`config.mk`:
```
export PLATFORM = sky130hd
export DESIGN_NAME = ps2_host_tx
export DESIGN_NICKNAME = d
export VERILOG_FILES = /design/src/rtl/ps2_host_tx.sv
export SDC_FILE = /design/constraint.sdc
export NUM_CORES = 1
export LEC_CHECK = 0
export BUFFER_PORTS_ARGS = -buffer_cell sky130_fd_sc_hd__buf_4
export CAP_MARGIN = 20
export CORE_ASPECT_RATIO = 0.9
export CORE_MARGIN = 2
export CORE_UTILIZATION = 55
export CTS_CLUSTER_DIAMETER = 100
export DETAILED_ROUTE_END_ITERATION = 8
export GPL_ROUTABILITY_DRIVEN = 0
export PLACE_DENSITY_LB_ADDON = 0.08
export SYNTH_ARGS = -nofsm -noshare
export SYNTH_HDL_FRONTEND = slang
export SYNTH_SLANG_ARGS = --single-unit
export TNS_END_PERCENT = 30
```
`constraint.sdc`:
```
create_clock -name clk -period 2.3 [get_ports clk]
set_input_delay 0.345 -clock clk [delete_from_list [all_inputs] [get_ports clk]]
set_output_delay 0.345 -clock clk [all_outputs]
set_load 0.02 [all_outputs]
```
`src/rtl/ps2_host_tx.sv`:
```
// ps2_host_tx: host-to-device PS/2 command transmitter.
//
// Sends one command byte to a PS/2 keyboard using the host-request protocol and
// checks the device ACK. The shared open-drain pins are driven through
// output enables; busy tells the scancode receiver to ignore the bus.
//
// Handshake: a byte is taken on any cycle where tx_valid and tx_ready are both
// high; tx_ready is high only in IDLE, so tx_valid is ignored during a transfer.
//
// Ports:
//   clk, reset    system clock, synchronous active-high reset
//   tx_data       command byte
//   tx_valid      command request
//   tx_ready      high only in IDLE
//   tx_done       one-cycle pulse: byte sent and ACKed
//   tx_err        one-cycle pulse: timeout or missing ACK
//   busy          high in every state except IDLE
//   ps2_clk_in    raw PS/2 clock pin level
//   ps2_data_in   raw PS/2 data pin level
//   ps2_clk_oe    1 = pull PS/2 clock low
//   ps2_data_oe   1 = pull PS/2 data low
//   fsm_state     current FSM state encoding (debug)
module ps2_host_tx #(
    parameter int INHIBIT_CYCLES = 12000,
    parameter int TIMEOUT_CYCLES = 1500000,
    parameter int FILTER_LEN     = 4
) (
    input  logic       clk,
    input  logic       reset,
    input  logic [7:0] tx_data,
    input  logic       tx_valid,
    output logic       tx_ready,
    output logic       tx_done,
    output logic       tx_err,
    output logic       busy,
    input  logic       ps2_clk_in,
    input  logic       ps2_data_in,
    output logic       ps2_clk_oe,
    output logic       ps2_data_oe,
    output logic [3:0] fsm_state
);

    localparam int INH_W = $clog2(INHIBIT_CYCLES + 1);
    localparam int TMO_W = $clog2(TIMEOUT_CYCLES + 1);
    localparam int FLT_W = $clog2(FILTER_LEN + 1);

    typedef enum logic [3:0] {
        IDLE    = 4'd0,
        INHIBIT = 4'd1,
        REQ     = 4'd2,
        DATA    = 4'd3,
        PARITY  = 4'd4,
        STOP    = 4'd5,
        ACK     = 4'd6,
        DONE    = 4'd7,
        ERR     = 4'd8
    } state_t;

    state_t state, state_n;

    // Input conditioning
    logic             clk_s1, clk_s2, data_s1, data_s2;
    logic             clk_filt, clk_filt_d;
    logic [FLT_W-1:0] flt_cnt;
    logic             fall;

    always_ff @(posedge clk) begin
        if (reset) begin
            clk_s1     <= 1'b1;
            clk_s2     <= 1'b1;
            data_s1    <= 1'b1;
            data_s2    <= 1'b1;
            clk_filt   <= 1'b1;
            clk_filt_d <= 1'b1;
            flt_cnt    <= '0;
        end else begin
            clk_s1     <= ps2_clk_in;
            clk_s2     <= clk_s1;
            data_s1    <= ps2_data_in;
            data_s2    <= data_s1;
            clk_filt_d <= clk_filt;
            // The filtered level only follows after FILTER_LEN consecutive
            // samples that disagree with it; any agreeing sample restarts.
            if (clk_s2 == clk_filt) begin
                flt_cnt <= '0;
            end else if (flt_cnt == FLT_W'(FILTER_LEN - 1)) begin
                clk_filt <= clk_s2;
                flt_cnt  <= '0;
            end else begin
                flt_cnt <= flt_cnt + 1'b1;
            end
        end
    end

    assign fall = clk_filt_d & ~clk_filt;

    // Transfer datapath registers
    logic [7:0]       shreg, shreg_n;
    logic             parity, parity_n;
    logic [3:0]       bitcnt, bitcnt_n;
    logic             data_oe, data_oe_n;
    logic [INH_W-1:0] inh_cnt, inh_n;
    logic [TMO_W-1:0] tmo_cnt, tmo_n;

    always_ff @(posedge clk) begin
        if (reset) begin
            state   <= IDLE;
            shreg   <= '0;
            parity  <= 1'b0;
            bitcnt  <= '0;
            data_oe <= 1'b0;
            inh_cnt <= '0;
            tmo_cnt <= '0;
        end else begin
            state   <= state_n;
            shreg   <= shreg_n;
            parity  <= parity_n;
            bitcnt  <= bitcnt_n;
            data_oe <= data_oe_n;
            inh_cnt <= inh_n;
            tmo_cnt <= tmo_n;
        end
    end

    always_comb begin
        state_n   = state;
        shreg_n   = shreg;
        parity_n  = parity;
        bitcnt_n  = bitcnt;
        data_oe_n = data_oe;
        inh_n     = inh_cnt;
        tmo_n     = tmo_cnt;

        case (state)
            IDLE: begin
                if (tx_valid) begin
                    shreg_n  = tx_data;
                    parity_n = ~^tx_data;
                    inh_n    = '0;
                    state_n  = INHIBIT;
                end
            end
            INHIBIT: begin
                if (inh_cnt == INH_W'(INHIBIT_CYCLES - 1)) begin
                    // Start bit: data goes low as the clock is released.
                    data_oe_n = 1'b1;
                    tmo_n     = '0;
                    state_n   = REQ;
                end else begin
                    inh_n = inh_cnt + 1'b1;
                end
            end
            REQ: begin
                if (fall) begin
                    data_oe_n = ~shreg[0];
                    shreg_n   = {1'b0, shreg[7:1]};
                    bitcnt_n  = 4'd1;
                    state_n   = DATA;
                end
            end
            DATA: begin
                if (fall) begin
                    if (bitcnt < 4'd8) begin
                        data_oe_n = ~shreg[0];
                        shreg_n   = {1'b0, shreg[7:1]};
                        bitcnt_n  = bitcnt + 1'b1;
                    end else begin
                        data_oe_n = ~parity;
                        state_n   = PARITY;
                    end
                end
            end
            PARITY: begin
                if (fall) begin
                    data_oe_n = 1'b0;
                    state_n   = STOP;
                end
            end
            STOP: begin
                if (fall) begin
                    state_n = data_s2 ? ERR : ACK;
                end
            end
            ACK: begin
                if (clk_filt && data_s2) begin
                    state_n = DONE;
                end
            end
            DONE:    state_n = IDLE;
            ERR:     state_n = IDLE;
            default: state_n = IDLE;
        endcase

        // Device-paced states share one watchdog that restarts on each fall.
        if ((state == REQ) || (state == DATA) || (state == PARITY) ||
            (state == STOP) || (state == ACK)) begin
            if (fall) begin
                tmo_n = '0;
            end else if (state_n == state) begin
                if (tmo_cnt == TMO_W'(TIMEOUT_CYCLES - 1)) begin
                    state_n = ERR;
                end else begin
                    tmo_n = tmo_cnt + 1'b1;
                end
            end
        end

        // Lines are released whenever the transfer ends or aborts.
        if ((state_n == ERR) || (state_n == IDLE)) begin
            data_oe_n = 1'b0;
        end
    end

    assign tx_ready    = (state == IDLE);
    assign busy        = (state != IDLE);
    assign tx_done     = (state == DONE);
    assign tx_err      = (state == ERR);
    assign ps2_clk_oe  = (state == INHIBIT);
    assign ps2_data_oe = data_oe;
    assign fsm_state   = state;

endmodule

```
==> results_dict.tcl, run 1 <==
set metrics [dict create \
    syn_to_final_growth_pct 42.54 \
    setup_slack_ns -0.07712 \
    timing.critical_path.mode_cell "buf_6" \
    synth_area_um2 3445 \
    path_clk_slew_ns 0.08 \
    layout.nets 543 \
    slew_headroom 0.6698 \
    period_minus_slack_ns 2.377 \
    firstDrtPassIters 5 \
    place_hpwl_mm 6.288 \
    die_area_um2 6913 \
    worstPathMaxFanout 8 \
    worstPathRequired_ns 2.54 \
    synthArstFlopShare 0 \
    worstMarginPinSlew_ns 0.4953 \
    cts_tree "yes" \
    drv_slew 0 \
    max-cap-violations 0 \
    fp-row-count 27 \
    overflow 0 \
    ys_seq_area_frac 0.3603 \
    clock-sinks 62 \
    grt_max_degree 45 \
    drive_above_1_share 0.3925 \
    dpl_cell_area_um2 4197 \
    grt_pass1_wl_mm 16.91 \
    via_per_inst 6.261 \
    crit_chain "buf_6 > or4bb_4 > a31oi_2 > buf_4 > and2_4 > o31ai_4 > buf_6 > nor4b_2 > xnor2_1 > nor2_1" \
    die_h_um 79.08 \
    synth_ff_type "dfxtp_1" \
    wl_met3_um 793 \
    fillCellCount 398 \
    irDropWorstVdd_v 0.0004638 \
    synth.net_count 437 \
    dp_slack_ns -0.2722 \
    cts_buffers 9 \
    critPathMaxStageDelay_ns 0.52 \
    io_buffers 22 \
    start_kind "flip-flop" \
    skew_ns 0.01186 \
    drt_iter0_markers 212 \
    ys_seq_elements 62 \
    critPathSlowestCell "or4bb_4" \
    drc 0 \
    setup_viol 22 \
    antenna_found_initial 0 \
    syn_inst 419 \
    wl_met2_mm 5.348 \
    ios 23 \
    synth_area_leader_cell "dfxtp_1" \
    p_leak_nw 1.857 \
    ant_nets 0 \
    clockBufferDepth 2 \
    synth_common_cells "62 x dfxtp_1, 48 x nor2_1, 32 x nand2_1" \
    end_kind "flip-flop" \
    holdBufCountCts 0 \
    yosysWarningCount 0 \
    final_area_um2 4910 \
    clk_latency_ns 0.36 \
    top_layer "met4" \
    syn_area_per_cell_um2 8.221 \
    hold_violations 0 \
    reg2reg_slack_ns -0.08 \
    drt-total-wl_mm 10.84 \
    crit_arrival_ns 2.61 \
    core_area_um2 6081 \
    htreeDepth 3 \
    clock-root-buffer "clkbuf_8" \
    critPathKind "flip-flop to flip-flop" \
    yosysMostFrequentCell "dfxtp_1" \
    grt_pass1_vias 3560 \
    powerDensity_nw_per_um2 496.7 \
    grtUsageTotal 0.3127 \
    hp-class "input pin to flip-flop" \
    synth_top_area_share 0.3603 \
    chipWidth_um 87.42 \
    violations "negative setup slack" \
    synth_edf_count 0 \
    synth_area_leaders "dfxtp_1 36%, nor2_1 5.2%, xnor2_1 4.6%" \
    period_share 1.034 \
    yosysUniqueCellTypes 61 \
    start_util 0.5665 \
    vias 3769 \
    diodes 0 \
    rsz0062_at_grt "yes" \
    status "finished with violations" \
    timing.fmax_mhz 420.7 \
    wl_met1_mm 4.412 \
    routedWlPerCell_um 18.00 \
]
worst max-delay path: cells and delay by family (launching register included):
family | cells | cell delay [ns]
buffers and inverters | 3 | 0.47
XOR/XNOR | 1 | 0.18
flip-flops | 1 | 0.38
AND/OR/NAND/NOR | 4 | 1.01
AO/OA/AOI/OAI | 2 | 0.23
cell families after synthesis:
logic type / after synthesis / share of synthesized area
AOI/OAI and AO/OA: 96 / 0.1972
muxes: 9 / 0.02615
DFF: 62 / 0.3603
buffers and inverters: 30 / 0.03887
and+or+nand+nor: 196 / 0.3059
adders and majority gates: 5 / 0.01816
xor gates and xnor gates: 21 / 0.05340
flip-flops by register name, indices dropped and copies added (netlist names), 3 cells and up:
| register | flops |
|---|---|
| tmo_cnt | 21 |
| inh_cnt | 14 |
| shreg | 8 |
| bitcnt | 4 |
| fsm_state | 4 |
| flt_cnt | 3 |
metrics by stage:
| stage | utilization | power, mW | std cells | hold slack [ns] | setup TNS, ns |
|---|---|---|---|---|---|
| 6_report | 0.8074 | 2.439 | 602 | 0.1737 | -0.7359 |
| 5_1_grt | 0.8074 | 2.529 | 602 | 0.1661 | -2.661 |
| 4_1_cts | 0.7730 | 2.428 | 598 | 0.1688 | -0.1349 |
| 3_5_place_dp | 0.6901 | 1.347 | 569 | 0.3987 | -4.055 |
| 3_3_place_gp | 0.6901 | 1.340 | 569 | 0.3918 | -2.562 |
| 2_1_floorplan | - | 1.257 | 419 | 0.3895 | -0.05997 |
timing repair:
item,in CTS,in global routing
setup buffers,12,3
pin swaps,14,10
setup endpoints to repair,30,36
gates cloned,1,1
resized for setup,42,42
layout by cell type, fill, tap and decap left out, types with 10 or more instances in the layout:
cell type / Yosys / routed
dfxtp_1: 62 / 52
or2_2: 10 / 10
nor2_1: 48 / 48
xnor2_1: 18 / 18
clkbuf_8: 0 / 11
nand3_1: 14 / 14
a21oi_1: 17 / 15
a211oi_1: 13 / 12
buf_4: 5 / 109
nand2b_1: 14 / 11
nand2_1: 32 / 32
layout make-up:
class / count / area [µm²] / area share
well taps: 72 / 90.09 / 0.01835
repair buffers: 115 / 885.9 / 0.1804
inverters: 9 / 33.78 / 0.006881
multi-input cells: 328 / 2416 / 0.4921
clock buffers: 13 / 180.2 / 0.03670
flip-flops and latches: 62 / 1264 / 0.2574
clock inverters: 3 / 40.04 / 0.008155
power breakdown:
| group | leakage [nW] | switching (mW) | total (mW) | internal (mW) |
|---|---|---|---|---|
| Combinational | 1.23 | 0.145 | 0.270 | 0.126 |
| Sequential | 0.508 | 0.0150 | 1.11 | 1.09 |
| Clock | 0.115 | 0.440 | 1.06 | 0.622 |
| Total | 1.86 | 0.599 | 2.44 | 1.84 |
path summary, 6_finish.rpt:
path	start	to	depth (start not counted)
setup / recovery	fsm_state[2]	inh_cnt[6]	10
hold / removal	ps2_clk_in	clk_s1	2
setup reg to reg	fsm_state[2]	inh_cnt[6]	10
hold reg to reg	clk_s1	clk_s2	1
routing by layer:
layer / vias up / track usage
met2: 170 / 0.5045
met1: 1804 / 0.3947
met4: 0 / 0.1431
met3: 34 / 0.07173
li1: 1761 / -
met5: - / 0
Power figures use the tool's default switching activity.
==> inputs of run 2 (changes only) <==
- CORE_MARGIN: 2 -> unset
- clock period: 2.3 -> 2.59 ns (I/O delays scaled with it)
==> run 2 against run 1 <==
The flow now finishes without violations; sequential share of layout area rose by 4.5 points; design area fell by 16%; maximum frequency fell by 3.6%; non-clock buffer count decreased by 56; count of clock-buffer cells in the layout is 1 lower; critical path type unchanged; critical endpoint is now tmo_cnt[7]; highest routed layer unchanged.
==> results_dict.tcl, run 2 (same netlist as run 1, synthesis figures left out) <==
set metrics [dict create \
    met1_usage 0.3755 \
    routedWlPerCell_um 15.55 \
    cts_buffers 9 \
    worstPathRequired_ns 2.82 \
    chipWidth_um 85.42 \
    via_per_inst 6.192 \
    rsz0062_at_grt "yes" \
    timing.fmax_mhz 405.5 \
    layout.nets 486 \
    busiest_layer "met2" \
    grt_pass1_vias 3011 \
    largest_reg_flops 21 \
    placed_cells 526 \
    whs_ns 0.2115 \
    drt-total-wl_mm 8.444 \
    max-cap-violations 0 \
    critPathMaxStageDelay_ns 0.53 \
    crit_chain "nand2_1 > or4b_1 > or3_1 > o211ai_2 > buf_4 > buf_4 > nor2_1 > buf_4 > a32oi_1 > o21ai_0" \
    hold_violations 0 \
    drive_above_1_share 0.2220 \
    critPathKind "flip-flop to flip-flop" \
    ant_nets 0 \
    hp-class "input pin to flip-flop" \
    reg_top3 "tmo_cnt x21, inh_cnt x14, shreg x8" \
    path_delay_family "simple AND/OR/NAND/NOR gates" \
    holdBufCountCts 0 \
    core_area_um2 5856 \
    period_share 0.9521 \
    drt_iter0_markers 217 \
    skew_ns 0.01543 \
    drv_slew 0 \
    vias 3362 \
    cts_tree "yes" \
    clock-sinks 62 \
    htreeDepth 3 \
    register_area_um2 1245 \
    use_met3 0.08288 \
    period_minus_slack_ns 2.466 \
    end_kind "flip-flop" \
    multi_input_area_um2 2108 \
    ios 23 \
    diodes 0 \
    grt_max_degree 45 \
    crit_arrival_ns 2.70 \
    worstMarginPinSlew_ns 0.4684 \
    slew_headroom 0.6877 \
    path_buf_inv 3 \
    fin_util 0.7032 \
    irDropWorstVdd_v 0.0003991 \
    p_leak_nw 1.475 \
    timing.critical_path.mode_cell "buf_4" \
    fillCellCount 473 \
    syn_to_final_growth_pct 19.54 \
    path_clk_slew_ns 0.07 \
    fin_cells 543 \
    largest-register "tmo_cnt" \
    clk_latency_ns 0.36 \
    gr-usage-met2 0.4144 \
    firstDrtPassIters 5 \
    start_util 0.5882 \
    die_area_um2 6584 \
    fp-row-count 26 \
    drc 0 \
    overflow 0 \
    setup_viol 0 \
    place_hpwl_mm 5.989 \
    status "complete, no violations" \
    clock-root-buffer "clkbuf_8" \
    layout_common_cells "59 x dfxtp_1, 59 x buf_4, 48 x nor2_1, 32 x nand2_1, 18 x xnor2_1" \
    worstPathMaxFanout 10 \
    clockBufferDepth 2 \
    io_buffers 22 \
    antenna_found_initial 0 \
    grt_pass1_wl_mm 14.35 \
    die_h_um 77.08 \
    powerDensity_nw_per_um2 496.2 \
    critPathSlowestCell "or4b_1" \
    start_kind "flip-flop" \
    grtUsageTotal 0.2749 \
]
-- run 2: cell count changes in the layout (fill, tap and decap cells not counted), moves of 3 or more --
cell and delta:
dfxtp_4 -4, buf_6 -6, or3_1 +3, nor4b_2 -3
nand2b_1 +3, nor4b_1 +4, dfxtp_1 +7, or3_4 -3
dfxtp_2 -3, buf_4 -50, nor4_4 -4, nor4_1 +6
-- run 2: area by class of cell --
type,count,share of cell area
clock buffers,12,0.03768
clock inverters,4,0.01094
inverters,9,0.008204
multi-input cells,327,0.5120
flip-flops and latches,62,0.3023
well taps,70,0.02127
repair buffers,59,0.1076
-- run 2: metrics by stage --
stage	TNS (ns)	total power, mW	cell area, µm²	setup slack (ns)
floorplan	0	1.116	3445	0.05870
global placement	0	1.176	3867	0.09995
detailed placement	-0.03166	1.179	3867	-0.03166
CTS	0	2.050	4083	0.01605
global route	-0.1353	2.116	4118	-0.07090
finish	0	2.043	4118	0.1240
-- run 2: power breakdown --
part | internal [mW] | leakage (nW) | switching [mW]
Combinational | 0.0773 | 0.865 | 0.0987
Sequential | 0.973 | 0.504 | 0.0135
Clock | 0.492 | 0.106 | 0.389
Total | 1.54 | 1.47 | 0.501
-- run 2: path summary, 6_finish.rpt --
path	startpoint	endpoint	slack, ns	cells after the start
worst max register to register	tmo_cnt[18]	tmo_cnt[7]	0.12	10
worst max-delay path	tmo_cnt[18]	tmo_cnt[7]	0.12	10
worst min-delay path	ps2_data_in	data_s1	0.21	2
worst min register to register	data_s1	data_s2	0.41	1
-- run 2: worst reg2reg max path, cell delays in order (launching register included) --
cell,delay [ns]
dfxtp_1,0.42
nand2_1,0.12
or4b_1,0.53
or3_1,0.40
o211ai_2,0.11
buf_4,0.15
buf_4,0.11
nor2_1,0.04
buf_4,0.17
a32oi_1,0.18
o21ai_0,0.11
-- run 2: repair_timing --
item / in CTS / in global routing
pin swaps: 0 / 3
setup endpoints to repair: 4 / 21
setup buffers: 0 / 1
gates resized for setup: 2 / 12
-- run 2: layer usage --
metal  vias to the layer above  part of all wire
li1                       1651                 -
met1                      1563              0.47
met2                       135              0.44
met3                        13             0.072
met4                         0             0.016
met5                         -                 0
==> inputs of run 3 (changes only) <==
- CORE_MARGIN: unset -> 1.5
- CTS_BUF_LIST: unset -> sky130_fd_sc_hd__clkbuf_16
- RECOVER_POWER: unset -> 100
==> run 3 against run 2 <==
The flow now finishes with violations (negative setup slack); wire length grew 2.3%; critical path type unchanged; hold slack better by 0.026 ns; via count shrank 1.8%; combinational power about the same.
==> results_dict.tcl, run 3 (same netlist as run 1, synthesis figures left out) <==
set metrics [dict create \
    io_buffers 22 \
    routedWlPerCell_um 15.86 \
    grt_pass1_wl_mm 14.50 \
    p_leak_nw 1.522 \
    hold_violations 0 \
    die_area_um2 6747 \
    chipWidth_um 86.42 \
    drv_slew 0 \
    fp-row-count 27 \
    grt_pass1_vias 3134 \
    path_clk_slew_ns 0.06 \
    largest-register "tmo_cnt" \
    end_kind "flip-flop" \
    place_hpwl_mm 5.921 \
    htreeDepth 3 \
    via_per_inst 6.061 \
    clock-root-buffer "clkbuf_16" \
    crit_arrival_ns 2.85 \
    max-cap-violations 0 \
    overflow 0 \
    status "finished with violations" \
    layout.nets 486 \
    start_kind "flip-flop" \
    clk_latency_ns 0.33 \
    clockBufferDepth 2 \
    timing.fmax_mhz 377.1 \
    irDropWorstVdd_v 0.0004413 \
    start_util 0.5665 \
    syn_to_final_growth_pct 23.54 \
    largest_reg_flops 21 \
    grt_max_degree 45 \
    critPathKind "flip-flop to flip-flop" \
    cts_buffers 9 \
    cts_tree "yes" \
    firstDrtPassIters 5 \
    clock-sinks 62 \
    worstMarginPinSlew_ns 0.6033 \
    drc 0 \
    slew_headroom 0.5978 \
    worstPathRequired_ns 2.79 \
    period_share 1.024 \
    setup_slack_ns -0.06170 \
    post-cts-setup-buffer-count 0 \
    ant_nets 0 \
    die_h_um 78.08 \
    worstPathMaxFanout 8 \
    fin_util 0.6998 \
    hp-class "input pin to flip-flop" \
    violations "negative setup slack" \
    skew_ns 0.007604 \
    holdBufCountCts 0 \
    final_common_cell "dfxtp_1" \
    layout_common_cells "61 x dfxtp_1, 59 x buf_4, 48 x nor2_1, 32 x nand2_1, 18 x xnor2_1" \
    rsz0062_at_grt "yes" \
    core_area_um2 6081 \
    drive_above_1_share 0.2156 \
    ios 23 \
    setup_viol 9 \
    fillCellCount 500 \
    drt_iter0_markers 297 \
    dp_slack_ns 0.002042 \
    antenna_found_initial 0 \
    grtUsageTotal 0.2755 \
    period_minus_slack_ns 2.652 \
    powerDensity_nw_per_um2 598.8 \
    diodes 0 \
    reg_top3 "tmo_cnt x21, inh_cnt x14, shreg x8" \
    drt-total-wl_mm 8.642 \
    vias 3303 \
]
-- run 3: report_power, final --
group,switching [mW],internal [mW],total [mW]
combinational,0.0994,0.0760,0.175
sequential,0.0133,0.973,0.987
clock,0.445,0.941,1.39
-- run 3: final timing paths --
| check | start | end | slack, ns | cells after the start |
|---|---|---|---|---|
| worst max-delay path | fsm_state[0] | tmo_cnt[20] | -0.06 | 8 |
| worst min-delay path | ps2_data_in | data_s1 | 0.24 | 2 |
| worst max register to register | fsm_state[0] | tmo_cnt[20] | -0.06 | 8 |
| worst min register to register | data_s1 | data_s2 | 0.41 | 1 |
-- run 3: layout make-up --
class	count	area, µm²	area share
Clock inverter	7	122.6	0.02882
Sequential cell	62	1242	0.2920
Timing Repair Buffer	59	442.9	0.1041
Inverter	9	33.78	0.007939
Multi-Input combinational cell	327	2098	0.4931
Clock buffer	9	225.2	0.05293
Tap cell	72	90.09	0.02117
-- run 3: what timing repair did --
item | 4_1_cts | 5_1_grt
resized for setup | 1 | 5
pin swaps | 0 | 2
endpoints found under the setup margin | 6 | 34
-- run 3: layer usage --
metal  global-route usage  routed length (µm)  part of all wire
met4              0.09194                 148             0.017
met5                    0                   0                 0
met2               0.4250                4011              0.46
met1               0.3587                3930              0.45
met3              0.09674                 550             0.064
-- run 3: metrics by stage --
stage	power (mW)	area [µm²]	setup TNS (ns)	hold WS, ns	instances
after floorplan	1.116	3445	0	0.3895	419
after global placement	1.174	3877	0	0.3912	529
after detailed placement	1.177	3877	0	0.3952	529
after CTS	2.572	4227	-0.1106	0.2300	545
after global routing	2.635	4255	-1.350	0.2202	545
final	2.548	4255	-0.1294	0.2370	545
-- run 3: critical path, stage by stage (launching register included) --
cell      delay [ns]
dfxtp_1         0.50
and3_1          0.23
nor4_1          0.07
a211o_1         0.38
or3_1           0.42
a21o_1          0.22
buf_4           0.17
o311ai_0        0.38
a31oi_1         0.13
